`src/rtl/riscv_pkg.sv`:
```
// Shared rv32i pipeline types: result select, load funct3 codes
// and the MEM/WB bundle carried into the writeback stage.
package riscv_pkg;

    localparam int DATA_W = 32;
    localparam int RADR_W = 5;

    typedef enum logic [1:0] {
        RES_ALU  = 2'b00,
        RES_LOAD = 2'b01,
        RES_PC4  = 2'b10
    } result_src_t;

    localparam logic [2:0] F3_LB  = 3'b000;
    localparam logic [2:0] F3_LH  = 3'b001;
    localparam logic [2:0] F3_LW  = 3'b010;
    localparam logic [2:0] F3_LBU = 3'b100;
    localparam logic [2:0] F3_LHU = 3'b101;

    typedef struct packed {
        logic              valid;
        logic              reg_write;
        logic [1:0]        result_src;
        logic [2:0]        funct3;
        logic [RADR_W-1:0] rd;
        logic [DATA_W-1:0] alu_result;
        logic [DATA_W-1:0] read_data;
        logic [DATA_W-1:0] pc_plus4;
    } mem_wb_t;

endpackage

```
`src/rtl/load_ext.sv`:
```
// Load data alignment and sign/zero extension for rv32i loads.
// Halfword offset[0] is ignored; misalignment is trapped upstream.
module load_ext
    import riscv_pkg::*;
(
    input  logic [2:0]        funct3_i,
    input  logic [1:0]        offset_i,
    input  logic [DATA_W-1:0] word_i,
    output logic [DATA_W-1:0] ext_o
);

    logic [7:0]  byte_v;
    logic [15:0] half_v;

    // pick the addressed byte and halfword out of the raw word
    always_comb begin
        byte_v = word_i[7:0];
        case (offset_i)
            2'd0:    byte_v = word_i[7:0];
            2'd1:    byte_v = word_i[15:8];
            2'd2:    byte_v = word_i[23:16];
            default: byte_v = word_i[31:24];
        endcase
        half_v = offset_i[1] ? word_i[31:16] : word_i[15:0];
    end

    // extend according to load width and signedness
    always_comb begin
        ext_o = '0;
        case (funct3_i)
            F3_LB:   ext_o = {{24{byte_v[7]}}, byte_v};
            F3_LH:   ext_o = {{16{half_v[15]}}, half_v};
            F3_LW:   ext_o = word_i;
            F3_LBU:  ext_o = {24'd0, byte_v};
            F3_LHU:  ext_o = {16'd0, half_v};
            default: ext_o = '0;
        endcase
    end

endmodule

```
`src/rtl/wb_stage.sv`:
```
// Writeback stage: MEM/WB register, result select, regfile write port.
// Optional retired-instruction counter enabled by WB_INSTRET_EN.
module wb_stage
    import riscv_pkg::*;
#(
    parameter int XLEN   = 32,
    parameter int REG_AW = 5
) (
    input  logic              clk,
    input  logic              rst_n,
    input  logic              valid_m,
    input  logic              stall_w,
    input  logic              flush_w,
    input  logic              reg_write_m,
    input  logic [1:0]        result_src_m,
    input  logic [2:0]        funct3_m,
    input  logic [REG_AW-1:0] rd_m,
    input  logic [XLEN-1:0]   alu_result_m,
    input  logic [XLEN-1:0]   read_data_m,
    input  logic [XLEN-1:0]   pc_plus4_m,
    output logic              we3,
    output logic [REG_AW-1:0] a3,
    output logic [XLEN-1:0]   wd3,
    output logic              reg_write_w,
    output logic [REG_AW-1:0] rd_w,
    output logic [XLEN-1:0]   result_w
`ifdef WB_INSTRET_EN
    ,
    output logic [63:0]       instret
`endif
);

    mem_wb_t           mem_wb_q;
    mem_wb_t           mem_wb_d;
    logic [XLEN-1:0]   load_val;
    logic [XLEN-1:0]   result;
    logic              we;

    // next MEM/WB contents: flush beats stall beats capture
    always_comb begin
        mem_wb_d = mem_wb_q;
        if (flush_w) begin
            mem_wb_d.valid     = 1'b0;
            mem_wb_d.reg_write = 1'b0;
        end else if (!stall_w) begin
            mem_wb_d.valid      = valid_m;
            mem_wb_d.reg_write  = reg_write_m & valid_m;
            mem_wb_d.result_src = result_src_m;
            mem_wb_d.funct3     = funct3_m;
            mem_wb_d.rd         = rd_m;
            mem_wb_d.alu_result = alu_result_m;
            mem_wb_d.read_data  = read_data_m;
            mem_wb_d.pc_plus4   = pc_plus4_m;
        end
    end

    // MEM/WB pipeline register with synchronous reset
    always_ff @(posedge clk) begin
        if (!rst_n) begin
            mem_wb_q <= '0;
        end else begin
            mem_wb_q <= mem_wb_d;
        end
    end

    load_ext u_load_ext (
        .funct3_i (mem_wb_q.funct3),
        .offset_i (mem_wb_q.alu_result[1:0]),
        .word_i   (mem_wb_q.read_data),
        .ext_o    (load_val)
    );

    // final result select from registered fields
    always_comb begin
        result = '0;
        case (mem_wb_q.result_src)
            RES_ALU:  result = mem_wb_q.alu_result;
            RES_LOAD: result = load_val;
            RES_PC4:  result = mem_wb_q.pc_plus4;
            default:  result = '0;
        endcase
    end

    // x0 is never written; a stalled write repeats harmlessly
    assign we = mem_wb_q.valid & mem_wb_q.reg_write
              & (mem_wb_q.rd != '0);

    assign we3         = we;
    assign a3          = mem_wb_q.rd;
    assign wd3         = result;
    assign reg_write_w = we;
    assign rd_w        = mem_wb_q.rd;
    assign result_w    = result;

`ifdef WB_INSTRET_EN
    logic [63:0] instret_q;
    logic [63:0] instret_d;

    // count an instruction when it leaves WB unstalled and unflushed
    always_comb begin
        instret_d = instret_q;
        if (mem_wb_q.valid && !stall_w && !flush_w) begin
            instret_d = instret_q + 64'd1;
        end
    end

    // retired-instruction counter, wraps naturally at 2^64
    always_ff @(posedge clk) begin
        if (!rst_n) begin
            instret_q <= '0;
        end else begin
            instret_q <= instret_d;
        end
    end

    assign instret = instret_q;
`endif

endmodule
```
`config.mk`:
```
export PLATFORM = sky130hd
export DESIGN_NAME = wb_stage
export DESIGN_NICKNAME = d
export VERILOG_FILES = /design/src/rtl/riscv_pkg.sv /design/src/rtl/load_ext.sv /design/src/rtl/wb_stage.sv
export SDC_FILE = /design/constraint.sdc
export NUM_CORES = 1
export LEC_CHECK = 0
export CAP_MARGIN = 20
export CORE_MARGIN = 5
export CORE_UTILIZATION = 42
export DETAILED_ROUTE_END_ITERATION = 10
export PLACE_DENSITY = 0.85
export SYNTH_ARGS = -nofsm -noshare
export SYNTH_HDL_FRONTEND = slang
export SYNTH_SLANG_ARGS = --single-unit
```
`constraint.sdc`:
```
create_clock -name clk -period 1.96 [get_ports clk]
set_clock_uncertainty 0.05 [all_clocks]
set_input_delay 0.392 -clock clk [delete_from_list [all_inputs] [get_ports clk]]
set_output_delay 0.392 -clock clk [all_outputs]
set_load 0.01 [all_outputs]
```
==> impl_metrics.env <==
export IMPL_status="finished with violations"
export IMPL_violations="setup timing"
export IMPL_period_minus_slack_ns=2.48
export IMPL_avgSynthCellArea_um2=8.22
export IMPL_dieArea_mm2=0.0159
export IMPL_postRouteAntennaNets=0
export IMPL_track_usage=0.238
export IMPL_dp_hpwl_um=14100
export IMPL_synth_xor_area_share=0
export IMPL_first_iter_violations=478
export IMPL_finalPower_mw=5.48
export IMPL_h_tree_depth=3
export IMPL_coreArea_mm2=0.0132
export IMPL_final_area_mm2=0.00895
export IMPL_grt_overflow=0
export IMPL_final_hold_viol_count=0
export IMPL_synth_cells=687
export IMPL_crit_type="reg -> out"
export IMPL_ys_warn_count=0
export IMPL_gp_congestion=0.916
export IMPL_crit_path_end_kind="output port"
export IMPL_grt_max_degree=60
export IMPL_synthAdderAreaFrac=0
export IMPL_synth_top_family_by_area="compound AO/OA/AOI/OAI gates"
export IMPL_rsz0062_at_grt="true"
export IMPL_cts_tree="built"
export IMPL_worst_path_max_delay_cell="mux4_2"
export IMPL_synthesis_nets=799
export IMPL_die_w_um=126
export IMPL_cp_start_kind="register"
export IMPL_holdWs_ns=0.405
export IMPL_worst_path_largest_cell_delay_ns=0.52
export IMPL_cts_buffers=9
export IMPL_slew_viol_final=0
export IMPL_insertion_delay_ns=0.35
export IMPL_dpl_worst_slack_ns=-0.575
export IMPL_clock_sinks=108
export IMPL_grt_pass1_wl_um=30200
export IMPL_utilization=0.679
export IMPL_peakVddDrop_mv=0.531
export IMPL_area_growth_pct=58.5
export IMPL_cp_arrival_ns=2.04
export IMPL_finalSetupViolCount=64
export IMPL_fmax_ghz=0.404
export IMPL_synth_compound_area_frac=0.240
export IMPL_synth_enable_flop_cells=0
export IMPL_ys_types=42
export IMPL_synthesis_area_mm2=0.00565
export IMPL_grt_pass1_vias=5714
export IMPL_antenna_found_initial=0
export IMPL_vias=5925
export IMPL_setup_slack_ns=-0.517
export IMPL_die_h_um=126
export IMPL_io_buffers=187
export IMPL_dp_cells=1045
export IMPL_cellPowerDensity_mw_per_mm2=613
export IMPL_wl_per_cell_um=19.6
export IMPL_nets=1005
export IMPL_final_setup_tns_ns=-28.28
export IMPL_synth_seq_area_share=0.383
export IMPL_ys_async_sr_fraction=0
export IMPL_synth_ff_latch_count=108
export IMPL_via_per_inst=5.52
export IMPL_clockBufferDepth=2
export IMPL_leakagePower_nw=3.43
export IMPL_relSlewSlack=0.725
export IMPL_cp_cell_sequence="mux4_2 > nor3b_4 > and2_4 > a211o_1 > buf_2"
export IMPL_cp_max_fo=5
export IMPL_synth_area_mux_share=0.0822
export IMPL_synth_simple_area_share=0.185
export IMPL_io_pins=188
export IMPL_start_util=0.428
export IMPL_placedInstanceArea_mm2=0.00826
export IMPL_crit_required_ns=1.52
export IMPL_drt_wl_total_um=21000
export IMPL_antennaDiodeCount=0
export IMPL_cts_clk_slew_worst_paths_ns=0.07
export IMPL_root_buffer="clkbuf_16"
export IMPL_drt_pass1_iter_count=5
export IMPL_fin_cells=1074
export IMPL_worst_pin_slew_ns=0.413
export IMPL_layout_drive_gt1_share=0.297
export IMPL_rows=42
export IMPL_post_route_period_util=1.26
export IMPL_maxCapViolCount=0
export IMPL_hold_path_class="in -> reg"
export IMPL_synthFlopType="dfxtp_1"
export IMPL_drc=0
[path summary, 6_finish.rpt]
kind,startpoint,end,slack (ns),depth (start not counted)
max,mem_wb_q[64],result_w[8],-0.52,5
min,rst_n,mem_wb_q[90],0.41,2
max reg2reg,mem_wb_q[104],mem_wb_q[104],0.84,4
min reg2reg,mem_wb_q[20],mem_wb_q[20],0.41,2
[layer usage]
layer	GRT usage	up-vias	wire length, um
met4	0.0852	0	661
li1	-	2714	-
met1	0.270	2836	7730
met5	0	-	0
met2	0.420	320	10700
met3	0.0766	55	1980
[cell families (layout without fill, tap and decap cells)]
kind of cell | count (synthesis) | in the layout
compound gates | 174 | 174
buf+inv | 111 | 322
flops | 108 | 108
mux | 36 | 36
simple gates | 258 | 258
[cell usage in the layout, fill, tap and decap left out, drive strengths merged, types with 8 or more instances in the layout]
cell           netlist  final
clkbuf              31     12
dfxtp              108    108
a221oi               8      8
nor2                15     15
nand2              222    222
a21boi             106    106
clkdlybuf4s50        0    120
o221ai              20     20
mux2i               28     28
inv                 14     16
buf                 66    168
mux4                 8      8
[flip-flops by register name, summed over array words and instances, names as in the netlist]
name,cells
a3,5
mem_wb_q,103
[worst max-delay path, delay by kind of cell (launching register included)]
kind	cells	cell delay, ns
muxes	1	0.52
DFF	1	0.39
and+or+nand+nor	2	0.34
AOI/OAI and AO/OA	1	0.27
buffers and inverters	1	0.16
[final cells by class]
cell class / instances / area, um^2
timing repair buffer: 292 / 2710
sequential: 108 / 2180
clock inverter: 6 / 71.3
multi-input combinational: 468 / 3480
inverter: 14 / 52.6
tap: 176 / 220
fill: 955 / 4240
clock buffer: 10 / 239
[synth_stat cells, types with 3 or more instances]
| cell | n | area, um^2 |
|---|---|---|
| nand2_1 | 222 | 833 |
| dfxtp_1 | 108 | 2160 |
| a21boi_0 | 104 | 781 |
| buf_4 | 46 | 345 |
| clkbuf_1 | 31 | 116 |
| mux2i_1 | 28 | 280 |
| o221ai_1 | 20 | 175 |
| buf_2 | 18 | 90.1 |
| nor2_1 | 15 | 56.3 |
| inv_1 | 14 | 52.6 |
| a221oi_1 | 8 | 70.1 |
| a22oi_1 | 7 | 52.6 |
| mux4_2 | 7 | 158 |
| a211o_1 | 5 | 43.8 |
| a211oi_1 | 5 | 37.5 |
| a21oi_1 | 5 | 25.0 |
| a22o_1 | 5 | 43.8 |
| nor3b_1 | 5 | 37.5 |
| a221o_1 | 3 | 30.0 |
| nand2b_1 | 3 | 18.8 |
| nor2b_1 | 3 | 18.8 |
[report_power, final]
part | leakage (nW) | internal [mW] | total, mW | switching, mW
Combinational | 2.40 | 0.650 | 1.20 | 0.554
Sequential | 0.887 | 2.29 | 2.37 | 0.0790
Clock | 0.146 | 1.04 | 1.91 | 0.872
[what timing repair did]
action	CTS	global route
hold buffers	0	0
resized for setup	283	91
gates cloned	1	1
setup buffers	4	11
setup endpoints to repair	66	66
pin swaps	19	17
(Power assumes the default switching activity.)
==> edit, RTL diff (same settings) <==
Add a define of `WB_INSTRET_EN`.
--- a/src/rtl/wb_stage.sv
+++ b/src/rtl/wb_stage.sv
@@ -1,4 +1,6 @@
 // Writeback stage: MEM/WB register, result select, regfile write port.
 // Optional retired-instruction counter enabled by WB_INSTRET_EN.
+`define WB_INSTRET_EN
+
 module wb_stage
     import riscv_pkg::*;
Function (old outputs only; new: instret): kept (Yosys induction, for registers that start in step).
==> edit against the unedited design <==
The run still ends with setup timing left; synthesized cell count is 55% higher; area after synthesis is 49% higher; final area is 52% higher; largest cell class unchanged; critical path type unchanged; setup slack worse by 0.24 ns; hold slack hardly changed; power is 49% higher; via count is 66% higher; sequential cell count is 64 higher; final cell count is 59% higher; wire length is 62% higher.
==> edit: results (changes against the unedited design) <==
| Metric | Value |
|---|---|
| Status | complete, but fails checks |
| Failing checks | setup timing |
| PortBufs | 251 (+34%) |
| Top post-synthesis cells by area | dfxtp_1 (41%), nand2_1 (12%), a21oi_1 (7.7%), mux2i_1 (4.6%), buf_4 (3.8%) |
| R2r setup slk | -0.34 ns (-1.18 ns) |
| M1 WL | 12,300 um (+59%) |
| Worst hold-check path type | reg2reg |
| Post-synth cell types | 53 (+26%) |
| Largest net degree at the start of global routing | 66 (+10%) |
| Top cells by count, synth | nand2_1 (268), dfxtp_1 (172), a21oi_1 (130) |
| R2R cell count | 6 (+2) |
| Vias in the first global route | 9,421 (+65%) |
| Fillers | 1,413 (+48%) |
| Rel. slew slack | 52.7% (-20 points) |
| Post-detail-place hpwl | 23,800 um (+69%) |
| Ratio of cells with drive above 1 in the final layout | 31.8% (+2.0 points) |
| Clock tree buffer depth | 2 (unchanged) |
| Gr usage total | 27.7% (+3.9 points) |
| First-pass GRT wire length | 49,700 um (+65%) |
| Hold worst-path end | mem_wb_q[29] |
| Pleak | 5.48 nW (+60%) |
| Clk pwr share | 42.0% (+7.2 points) |
| Met3 GRT Util | 6.81% (-0.85 points) |
| Hold Crit Start | mem_wb_q[29] |
| TritonCTS Buffers | 17 (+8) |
| Met2 Routed Length | 16,700 um (+57%) |
| Biggest register | mem_wb_q |
| Worst-Skew Late Latency | 0.43 ns (+0.08 ns) |
| Hold depth | 2 (unchanged) |
| Global routing usage on met2 | 48.5% (+6.5 points) |
| Synth Net Count | 1,175 (+47%) |
| Worst Slack Setup Final | -0.752 ns (-0.235 ns) |
| CP Capture Point | result_w[15] |
| Peak fanout along the critical path | 3 (-2) |
| DR WL met3 | 3410 um (+72%) |
| Combinational Power Share | 13.4% (-8.5 points) |
| Sequential-to-total area share from yosys stat | 40.9% (+2.6 points) |
| Critical R2R Launch | mem_wb_q[107] |
| First DRT Iteration DRCs | 941 (+97%) |
| Worst path max stage delay | 0.55 ns (+0.03 ns) |
| Final setup vio count | 92 (+44%) |
| Worst vdd ir | 0.000593 V (+12%) |
| Arrival time of the worst setup path | 2.27 ns (+0.23 ns) |
| Pre-antenna DRT Iters | 6 (+1) |
| Min Hold Slack | 0.406 ns (+0.000467 ns) |
| Sw Share | 26.7% (-0.70 points) |
| Reg2reg end | instret[43] |
| NumNets Final | 1,548 (+54%) |
| H-tree levels | 4 (+1) |
-- edit: cell types whose count changed in the layout (fill, tap and decap cells not counted), moves of 31 or more --
cell | before | now
buf_4 | 74 | 182
nand2_1 | 220 | 267
nor2_1 | 11 | 45
dfxtp_1 | 101 | 132
a21boi_0 | 104 | 0
a21oi_1 | 4 | 124
clkdlybuf4s50_1 | 120 | 164
dfxtp_2 | 4 | 35
-- edit: final cells by class --
type | count | area share (%)
clock buffer | 19 | 3.26
clock inverter | 13 | 1.11
inverter | 7 | 0.212
multi-input combinational | 769 | 37.2
sequential | 172 | 25.8
tap | 265 | 2.44
timing repair buffer | 468 | 29.9
-- edit: what timing repair did --
action / in CTS / in global routing
cloned: 2 / 1
hold buffers: 0 / 0
setup buffers: 24 / 15
setup endpoints to repair: 144 / 128
resized for setup: 344 / 86
pin swaps: 52 / 47
-- edit: logic make-up after synthesis --
group / count (synthesis) / synth area share, %
AO/OA/AOI/OAI: 207 / 14.3
flip-flops: 172 / 40.9
AND/OR/NAND/NOR: 479 / 26.9
XOR/XNOR: 33 / 3.44
multiplexers: 48 / 6.92
adder cells (fa/ha/maj): 1 / 0.149
buffers and inverters: 122 / 7.41
-- edit: critical path: cells and delay by family, from the launching register on --
kind            cells  cell delay, ns
simple gates        1            0.26
compound gates      2            0.38
flops               1            0.35
mux                 1            0.55
buf+inv             2            0.31
-- edit: stage by stage --
step	total power, mW	area [um^2]	instances	TNS [ns]	utilization, %
2_1_floorplan	4.25	8830	1062	-14.51	-
3_3_place_gp	4.81	12500	1647	-84.11	63.6
3_5_place_dp	4.83	12500	1647	-90.23	63.6
4_1_cts	8.19	13200	1703	-44.28	67.4
5_1_grt	8.44	13600	1713	-51.11	69.3
6_report	8.18	13600	1713	-45.36	69.3
